$ cat config.mk
export PLATFORM = sky130hd
export DESIGN_NAME = logreg_engine_flat
export DESIGN_NICKNAME = d
export VERILOG_FILES = /design/src/rtl/logreg_pkg.sv /design/src/rtl/logreg_engine_if.sv /design/src/rtl/logreg_sigmoid_pwl.sv /design/src/rtl/logreg_engine.sv /design/src/flat_wrapper.sv
export SDC_FILE = /design/constraint.sdc
export NUM_CORES = 2
export LEC_CHECK = 0
export CAP_MARGIN = 0
export CELL_PAD_IN_SITES_DETAIL_PLACEMENT = 0
export CELL_PAD_IN_SITES_GLOBAL_PLACEMENT = 2
export CORE_ASPECT_RATIO = 1.1
export CORE_MARGIN = 10
export CORE_UTILIZATION = 44
export DETAILED_ROUTE_END_ITERATION = 10
export GPL_ROUTABILITY_DRIVEN = 0
export PLACE_DENSITY_LB_ADDON = 0.12
export SYNTH_ARGS = -nofsm -noshare
export SYNTH_HDL_FRONTEND = slang
export SYNTH_SLANG_ARGS = --single-unit
$ cat constraint.sdc
create_clock -name clk -period 14.8 [get_ports clk]
set_input_delay 1.48 -clock clk [delete_from_list [all_inputs] [get_ports clk]]
set_output_delay 1.48 -clock clk [all_outputs]
set_load 0.005 [all_outputs]
$ cat src/rtl/logreg_pkg.sv
// logreg_pkg: shared definitions for the logistic-regression engine.
//   - FSM state encoding (enum plus plain logic constants for the state register)
//   - piecewise-sigmoid breakpoints (11) and Q12 output levels (12)
//   - class threshold on the Q12 probability
//   - sm2s(): sign-magnitude to two's complement conversion
package logreg_pkg;

  typedef enum logic [2:0] {
    S_IDLE = 3'd0,
    S_ACC  = 3'd1,
    S_BIAS = 3'd2,
    S_ACT  = 3'd3,
    S_HOLD = 3'd4
  } state_e;

  localparam logic [2:0] ST_IDLE = 3'(S_IDLE);
  localparam logic [2:0] ST_ACC  = 3'(S_ACC);
  localparam logic [2:0] ST_BIAS = 3'(S_BIAS);
  localparam logic [2:0] ST_ACT  = 3'(S_ACT);
  localparam logic [2:0] ST_HOLD = 3'(S_HOLD);

  localparam int N_BP = 11;

  // Ascending; each is the inclusive lower bound of the next segment.
  localparam int SIG_BP [N_BP] = '{
    -12288, -8192, -6963, -5325, -3277, -1638,
    410, 2048, 3686, 5734, 7373
  };

  localparam logic [11:0] SIG_LVL [N_BP+1] = '{
    12'd41,   12'd205,  12'd614,  12'd819,  12'd1229, 12'd1638,
    12'd2048, 12'd2458, 12'd2867, 12'd3277, 12'd3482, 12'd3686
  };

  localparam logic [11:0] PROB_THRESH = 12'd2048;

  // Width-generic: the value occupies sm[dw-1:0], sign in bit dw-1.
  // Negative zero maps to 0.
  function automatic logic signed [63:0] sm2s(input logic [63:0] sm, input int dw);
    logic [63:0] mag;
    logic        neg;
    mag  = sm & ((64'd1 << (dw - 1)) - 64'd1);
    neg  = |((sm >> (dw - 1)) & 64'd1);
    sm2s = neg ? -$signed(mag) : $signed(mag);
  endfunction

endpackage

$ cat src/rtl/logreg_engine_if.sv
// logreg_engine_if: parameter-write port, feature stream, result stream and
// status of the logistic-regression engine, bundled as one interface.
//   master : the side that loads parameters, sends features, takes results
//   slave  : the engine
// Signals: wr_en/wr_addr/wr_data (parameter write), in_valid/in_ready/in_data
// (feature beats), out_valid/out_ready/ypred (result), busy (status).
// prob (12-bit Q12 probability) exists only when LOGREG_PROB_EN is defined.
interface logreg_engine_if #(
  parameter int N_FEAT = 30,
  parameter int DW     = 16
);
  localparam int AW = $clog2(N_FEAT + 1);

  logic          wr_en;
  logic [AW-1:0] wr_addr;
  logic [DW-1:0] wr_data;
  logic          in_valid;
  logic          in_ready;
  logic [DW-1:0] in_data;
  logic          out_valid;
  logic          out_ready;
  logic          ypred;
  logic          busy;
`ifdef LOGREG_PROB_EN
  logic [11:0]   prob;
`endif

  modport master (
    output wr_en, wr_addr, wr_data, in_valid, in_data, out_ready,
    input  in_ready, out_valid, ypred, busy
`ifdef LOGREG_PROB_EN
    , input prob
`endif
  );

  modport slave (
    input  wr_en, wr_addr, wr_data, in_valid, in_data, out_ready,
    output in_ready, out_valid, ypred, busy
`ifdef LOGREG_PROB_EN
    , output prob
`endif
  );

endinterface

$ cat src/rtl/logreg_sigmoid_pwl.sv
// logreg_sigmoid_pwl: combinational 12-segment piecewise sigmoid.
//   acc  in  ACCW  signed accumulator value
//   prob out 12    Q12 probability level of the segment containing acc
module logreg_sigmoid_pwl
  import logreg_pkg::*;
#(
  parameter int ACCW = 40
) (
  input  logic signed [ACCW-1:0] acc,
  output logic        [11:0]     prob
);

  logic [3:0] seg;

  // Breakpoints are ascending, so the last one passed gives the segment.
  always_comb begin
    seg = 4'd0;
    for (int i = 0; i < N_BP; i++) begin
      if (acc >= ACCW'(SIG_BP[i])) seg = 4'(i + 1);
    end
  end

  assign prob = SIG_LVL[seg];

endmodule

$ cat src/rtl/logreg_engine.sv
// logreg_engine: logistic-regression inference engine.
// Holds N_FEAT sign-magnitude weights plus a bias, takes one feature per
// accepted beat, accumulates signed products, adds the bias, and registers
// the piecewise-sigmoid result and its class label.
//
// Ports:
//   clk    in   rising-edge clock
//   rst_n  in   asynchronous active-low reset (clears weights too)
//   bus    slave modport of logreg_engine_if (parameters N_FEAT/DW must match)
//
// Build option: define LOGREG_PROB_EN to expose the registered Q12
// probability on bus.prob; otherwise only ypred is produced.
//
// state | meaning
// IDLE  | waiting for first feature; parameter writes allowed
// ACC   | accepting features 1..N_FEAT-1, accumulating products
// BIAS  | adding bias to the accumulator
// ACT   | registering sigmoid output and class label
// HOLD  | result valid, waiting for out_ready
module logreg_engine
  import logreg_pkg::*;
#(
  parameter int            N_FEAT    = 30,
  parameter int            DW        = 16,
  parameter int            ACCW      = 40,
  parameter logic [DW-1:0] BIAS_INIT = 'h01B2
) (
  input  logic            clk,
  input  logic            rst_n,
  logreg_engine_if.slave  bus
);

  localparam int AW = $clog2(N_FEAT + 1);
  localparam int PW = 2 * (DW - 1);

  logic [2:0]             state;
  logic [AW-1:0]          idx;
  logic signed [ACCW-1:0] acc;
  logic [DW-1:0]          weight [N_FEAT];
  logic [DW-1:0]          bias;
  logic                   out_valid_q;
  logic                   ypred_q;
`ifdef LOGREG_PROB_EN
  logic [11:0]            prob_q;
`endif

  logic                   beat;
  logic [DW-1:0]          w_sel;
  logic [PW-1:0]          prod_mag;
  logic signed [ACCW-1:0] prod_ext;
  logic signed [ACCW-1:0] term;
  logic signed [ACCW-1:0] bias_s;
  logic [11:0]            sig_prob;

  assign bus.in_ready = (state == ST_IDLE) || (state == ST_ACC);
  assign beat         = bus.in_valid && bus.in_ready;

  // idx is 0 whenever the FSM is in IDLE, so this also picks weight 0
  // for the first beat.
  assign w_sel    = weight[idx];
  assign prod_mag = {{(DW-1){1'b0}}, w_sel[DW-2:0]} *
                    {{(DW-1){1'b0}}, bus.in_data[DW-2:0]};
  assign prod_ext = {{(ACCW-PW){1'b0}}, prod_mag};
  assign term     = (w_sel[DW-1] ^ bus.in_data[DW-1]) ? -prod_ext : prod_ext;
  assign bias_s   = ACCW'(sm2s(64'(bias), DW));

  logreg_sigmoid_pwl #(.ACCW(ACCW)) u_sigmoid (
    .acc  (acc),
    .prob (sig_prob)
  );

  // Parameter registers. Reads in the same cycle still see the old value,
  // so a beat coinciding with a write to weight 0 uses the previous weight.
  always_ff @(posedge clk or negedge rst_n) begin
    if (!rst_n) begin
      for (int i = 0; i < N_FEAT; i++) weight[i] <= '0;
      bias <= BIAS_INIT;
    end else if (state == ST_IDLE && bus.wr_en) begin
      if (bus.wr_addr < AW'(N_FEAT))
        weight[bus.wr_addr] <= bus.wr_data;
      else if (bus.wr_addr == AW'(N_FEAT))
        bias <= bus.wr_data;
    end
  end

  always_ff @(posedge clk or negedge rst_n) begin
    if (!rst_n) begin
      state       <= ST_IDLE;
      idx         <= '0;
      acc         <= '0;
      out_valid_q <= 1'b0;
      ypred_q     <= 1'b0;
`ifdef LOGREG_PROB_EN
      prob_q      <= '0;
`endif
    end else begin
      case (state)
        ST_IDLE: begin
          if (beat) begin
            // Entering ACC clears the accumulator: load the first product.
            acc <= term;
            if (N_FEAT == 1) begin
              idx   <= '0;
              state <= ST_BIAS;
            end else begin
              idx   <= AW'(1);
              state <= ST_ACC;
            end
          end
        end
        ST_ACC: begin
          if (beat) begin
            acc <= acc + term;
            if (idx == AW'(N_FEAT - 1)) begin
              idx   <= '0;
              state <= ST_BIAS;
            end else begin
              idx <= idx + AW'(1);
            end
          end
        end
        ST_BIAS: begin
          acc   <= acc + bias_s;
          state <= ST_ACT;
        end
        ST_ACT: begin
          ypred_q     <= (sig_prob > PROB_THRESH);
`ifdef LOGREG_PROB_EN
          prob_q      <= sig_prob;
`endif
          out_valid_q <= 1'b1;
          state       <= ST_HOLD;
        end
        ST_HOLD: begin
          if (bus.out_ready) begin
            out_valid_q <= 1'b0;
            state       <= ST_IDLE;
          end
        end
        default: state <= ST_IDLE;
      endcase
    end
  end

  assign bus.out_valid = out_valid_q;
  assign bus.ypred     = ypred_q;
  assign bus.busy      = (state != ST_IDLE);
`ifdef LOGREG_PROB_EN
  assign bus.prob      = prob_q;
`endif

endmodule

$ cat src/flat_wrapper.sv
// flat-port wrapper written by rule: the top's interface ports become plain ports
module logreg_engine_flat import logreg_pkg::*;
#(
  parameter int            N_FEAT    = 30,
  parameter int            DW        = 16,
  parameter int            ACCW      = 40,
  parameter logic [DW-1:0] BIAS_INIT = 'h01B2
)
  (clk, rst_n, bus_wr_en, bus_wr_addr, bus_wr_data, bus_in_valid, bus_in_data, bus_out_ready, bus_in_ready, bus_out_valid, bus_ypred, bus_busy);
  logreg_engine_if #(.N_FEAT(N_FEAT), .DW(DW)) bus_i ();
  input  logic clk;
  input  logic rst_n;
  input wire logic [$bits(bus_i.wr_en)-1:0] bus_wr_en;
  input wire logic [$bits(bus_i.wr_addr)-1:0] bus_wr_addr;
  input wire logic [$bits(bus_i.wr_data)-1:0] bus_wr_data;
  input wire logic [$bits(bus_i.in_valid)-1:0] bus_in_valid;
  input wire logic [$bits(bus_i.in_data)-1:0] bus_in_data;
  input wire logic [$bits(bus_i.out_ready)-1:0] bus_out_ready;
  output wire logic [$bits(bus_i.in_ready)-1:0] bus_in_ready;
  output wire logic [$bits(bus_i.out_valid)-1:0] bus_out_valid;
  output wire logic [$bits(bus_i.ypred)-1:0] bus_ypred;
  output wire logic [$bits(bus_i.busy)-1:0] bus_busy;
  assign bus_i.wr_en = bus_wr_en;
  assign bus_i.wr_addr = bus_wr_addr;
  assign bus_i.wr_data = bus_wr_data;
  assign bus_i.in_valid = bus_in_valid;
  assign bus_i.in_data = bus_in_data;
  assign bus_i.out_ready = bus_out_ready;
  assign bus_in_ready = bus_i.in_ready;
  assign bus_out_valid = bus_i.out_valid;
  assign bus_ypred = bus_i.ypred;
  assign bus_busy = bus_i.busy;
  logreg_engine #(.N_FEAT(N_FEAT), .DW(DW), .ACCW(ACCW), .BIAS_INIT(BIAS_INIT)) u_core (.clk(clk), .rst_n(rst_n), .bus(bus_i));
endmodule
==> flow_metrics.tcl <==
set metrics [dict create \
    fin_skew_ps 38.01 \
    synth_seq_area_share_pct 37.72 \
    post_drt_via_cell_ratio 5.806 \
    grt-ovfl-total 0 \
    synth_nets 3555 \
    drtIter0Drc 1324 \
    synthFlopType "dfrtp_1" \
    start_util_pct 44.32 \
    detail-route-antenna-nets 0 \
    antenna_cells 0 \
    crit_type "reg -> reg" \
    synth_common_cells "dfrtp_1, mux2_2, nand2_1, inv_1, clkbuf_1" \
    die_w_um 293.6 \
    finalSetupViolations 0 \
    cts-root-buf "clkbuf_16" \
    wl_per_cell_um 24.11 \
    ys_warn_count 0 \
    port-buffer-count 45 \
    clock_latency_ps 650 \
    hold_violations 0 \
    numCtsBuffers 60 \
    die_h_um 321.0 \
    postSynthCellCount 3205 \
    cpMostUsedCell "fa_1" \
    nFillCells 7441 \
    fp.dieArea_sq_um 94250 \
    whs_ps 500.7 \
    utilization_pct 48.96 \
    drt-total-wl_um 103300 \
    avgSynthCellArea_sq_um 11.31 \
    cap_violations 0 \
    grt_pass1_wl_um 161800 \
    maxSlewViolCount 0 \
    ioPinCount 46 \
    worst_slew_pin_slew_ps 1190 \
    syn_area_sq_um 36240 \
    cp.required_ps 15380 \
    coreArea_sq_um 81750 \
    post_cts_buffers 0 \
    cts_hold_buf 0 \
    async_reset_ff_share_pct 100.0 \
    rrSetupSlack_ps 1790 \
    htree_levels 2 \
    yosys.cell_count.top_type "dfrtp_1" \
    max_stage_delay_ps 1000 \
    yosysUniqueCellTypes 76 \
    status "completed" \
    min_path_type "reg -> reg" \
    fin_crit_ps 13010 \
    grt_pass1_vias 26680 \
    dp_hpwl_um 72510 \
    ys_ff_latch 546 \
    max_freq_mhz 76.87 \
    first_pass_iters 5 \
    cts_sinks 546 \
    synth.area.top_cells "dfrtp_1, mux2_2, fa_1" \
    crit_fanout 43 \
    crit_slowest_cell "dfrtp_4" \
    critPathCaptureType "register" \
    clk_path_buf_depth 3 \
    area_growth_pct 10.47 \
    hold_depth 1 \
    setup-tns-final_ps 0 \
    period_share_pct 87.90 \
    min_to "u_core.weight[375]" \
    final_nets 3520 \
    cts_tree "done" \
    clk_pin_slew_ps 60 \
    drive_gt1_share_pct 25.75 \
    hp-start "u_core.weight[375]" \
    synth_edf_count 0 \
    vias 24870 \
    fp-row-count 110 \
    multi_input_area_sq_um 21040 \
    r2r-start "u_core.idx[0]" \
    drc_errors 0 \
    slew_headroom_pct 20.47 \
    grt_max_degree 192 \
    placed_area_sq_um 37830 \
    yosysTopAreaCell "dfrtp_1" \
    seq_area_sq_um 13680 \
    rsz0062_at_grt "no" \
    ctsResizeCount 0 \
    antenna_found_initial 1 \
    crit_path_start_kind "register" \
    track_usage_pct 22.02 \
    finalInstanceArea_sq_um 40030 \
    reg2regPathDepth 36 \
    crit_arrival_ps 13590 \
    r2r_end "u_core.acc[39]" \
    netlist.area_leader.share_pct 37.36 \
]
## per-stage QoR
| step | worst slack [ps] | cells |
|---|---|---|
| after floorplan | 3448 | 3205 |
| after global placement | 1925 | 4172 |
| after detailed placement | 1587 | 4172 |
| after CTS | 1635 | 4284 |
| after global routing | 515.2 | 4284 |
| final | 1791 | 4284 |
## metal layers
metal / track usage (%) / part of all wire (%) / vias up
met4: 5.964 / 2.7 / 2
met1: 27.94 / 43 / 13090
li1: - / - / 11240
met3: 2.357 / 3.1 / 127
met2: 39.35 / 51 / 412
met5: 0 / 0.0097 / -
## worst max path at each step
stage,startpoint,slack (ps),cells past startpoint,end
after detailed placement,u_core.idx[0],1590,36,u_core.acc[39]
final,u_core.idx[0],1790,36,u_core.acc[39]
after CTS,u_core.idx[0],1630,36,u_core.acc[39]
after global routing,u_core.idx[0],520,36,u_core.acc[33]
after global placement,u_core.idx[0],1930,36,u_core.acc[39]
after floorplan,u_core.idx[0],3450,45,u_core.acc[33]
## cells in the final DEF (no fill, tap or decap), types with 12 or more instances in the layout
cell,synthesis,layout
a2111oi_0,13,12
a211oi_1,25,25
a21o_1,22,22
a21oi_1,148,146
a31oi_1,24,24
and2_1,97,97
and3_1,21,21
buf_4,2,65
clkbuf_16,0,60
clkbuf_8,0,17
clkdlybuf4s50_1,0,42
dfrtp_1,541,537
fa_1,168,168
ha_1,140,140
inv_1,208,208
mux2_2,502,502
mux2i_1,76,75
mux4_2,104,104
nand2_1,240,240
nand2b_1,17,17
nand3_1,32,32
nand4_1,22,22
nor2_1,159,152
nor2b_1,21,20
nor3_1,26,22
o211ai_1,26,26
o21a_1,15,15
o21ai_0,104,104
o22ai_1,18,18
or3_1,16,16
xnor2_1,36,36
xor2_1,50,49
## worst max-delay path, delay by kind of cell, from the launching register on
kind | cells | cell delay, ps
XOR/XNOR | 1 | 220
flip-flops | 1 | 1000
AND/OR/NAND/NOR | 8 | 2050
adder cells (fa/ha/maj) | 8 | 3880
multiplexers | 2 | 620
buffers and inverters | 4 | 1130
AO/OA/AOI/OAI | 13 | 3930
## flip-flops by register name, indices dropped and copies added (netlist names)
signal and cells:
u_core.weight 480, u_core.acc 40, u_core.bias 16, u_core.idx 5, u_core.state 3, u_core.bus.out_valid 1
u_core.bus.ypred 1
## kinds of logic after synthesis
group,share of synthesized area (%)
XOR/XNOR,2.079
adder cells (fa/ha/maj),14.12
multiplexers,24.16
buffers and inverters,4.423
flip-flops,37.72
AND/OR/NAND/NOR,9.157
AO/OA/AOI/OAI,8.339
## layout make-up
class	count	share of cell area, %
sequential	546	34.17
multi-input combinational	2241	52.57
clock inverter	29	1.110
timing repair buffer	113	2.482
clock buffer	83	4.392
inverter	208	1.950
tap	1064	3.326
Power is not shown: default switching activity piles up to over one toggle a cycle in this logic, so the estimate is an artifact.
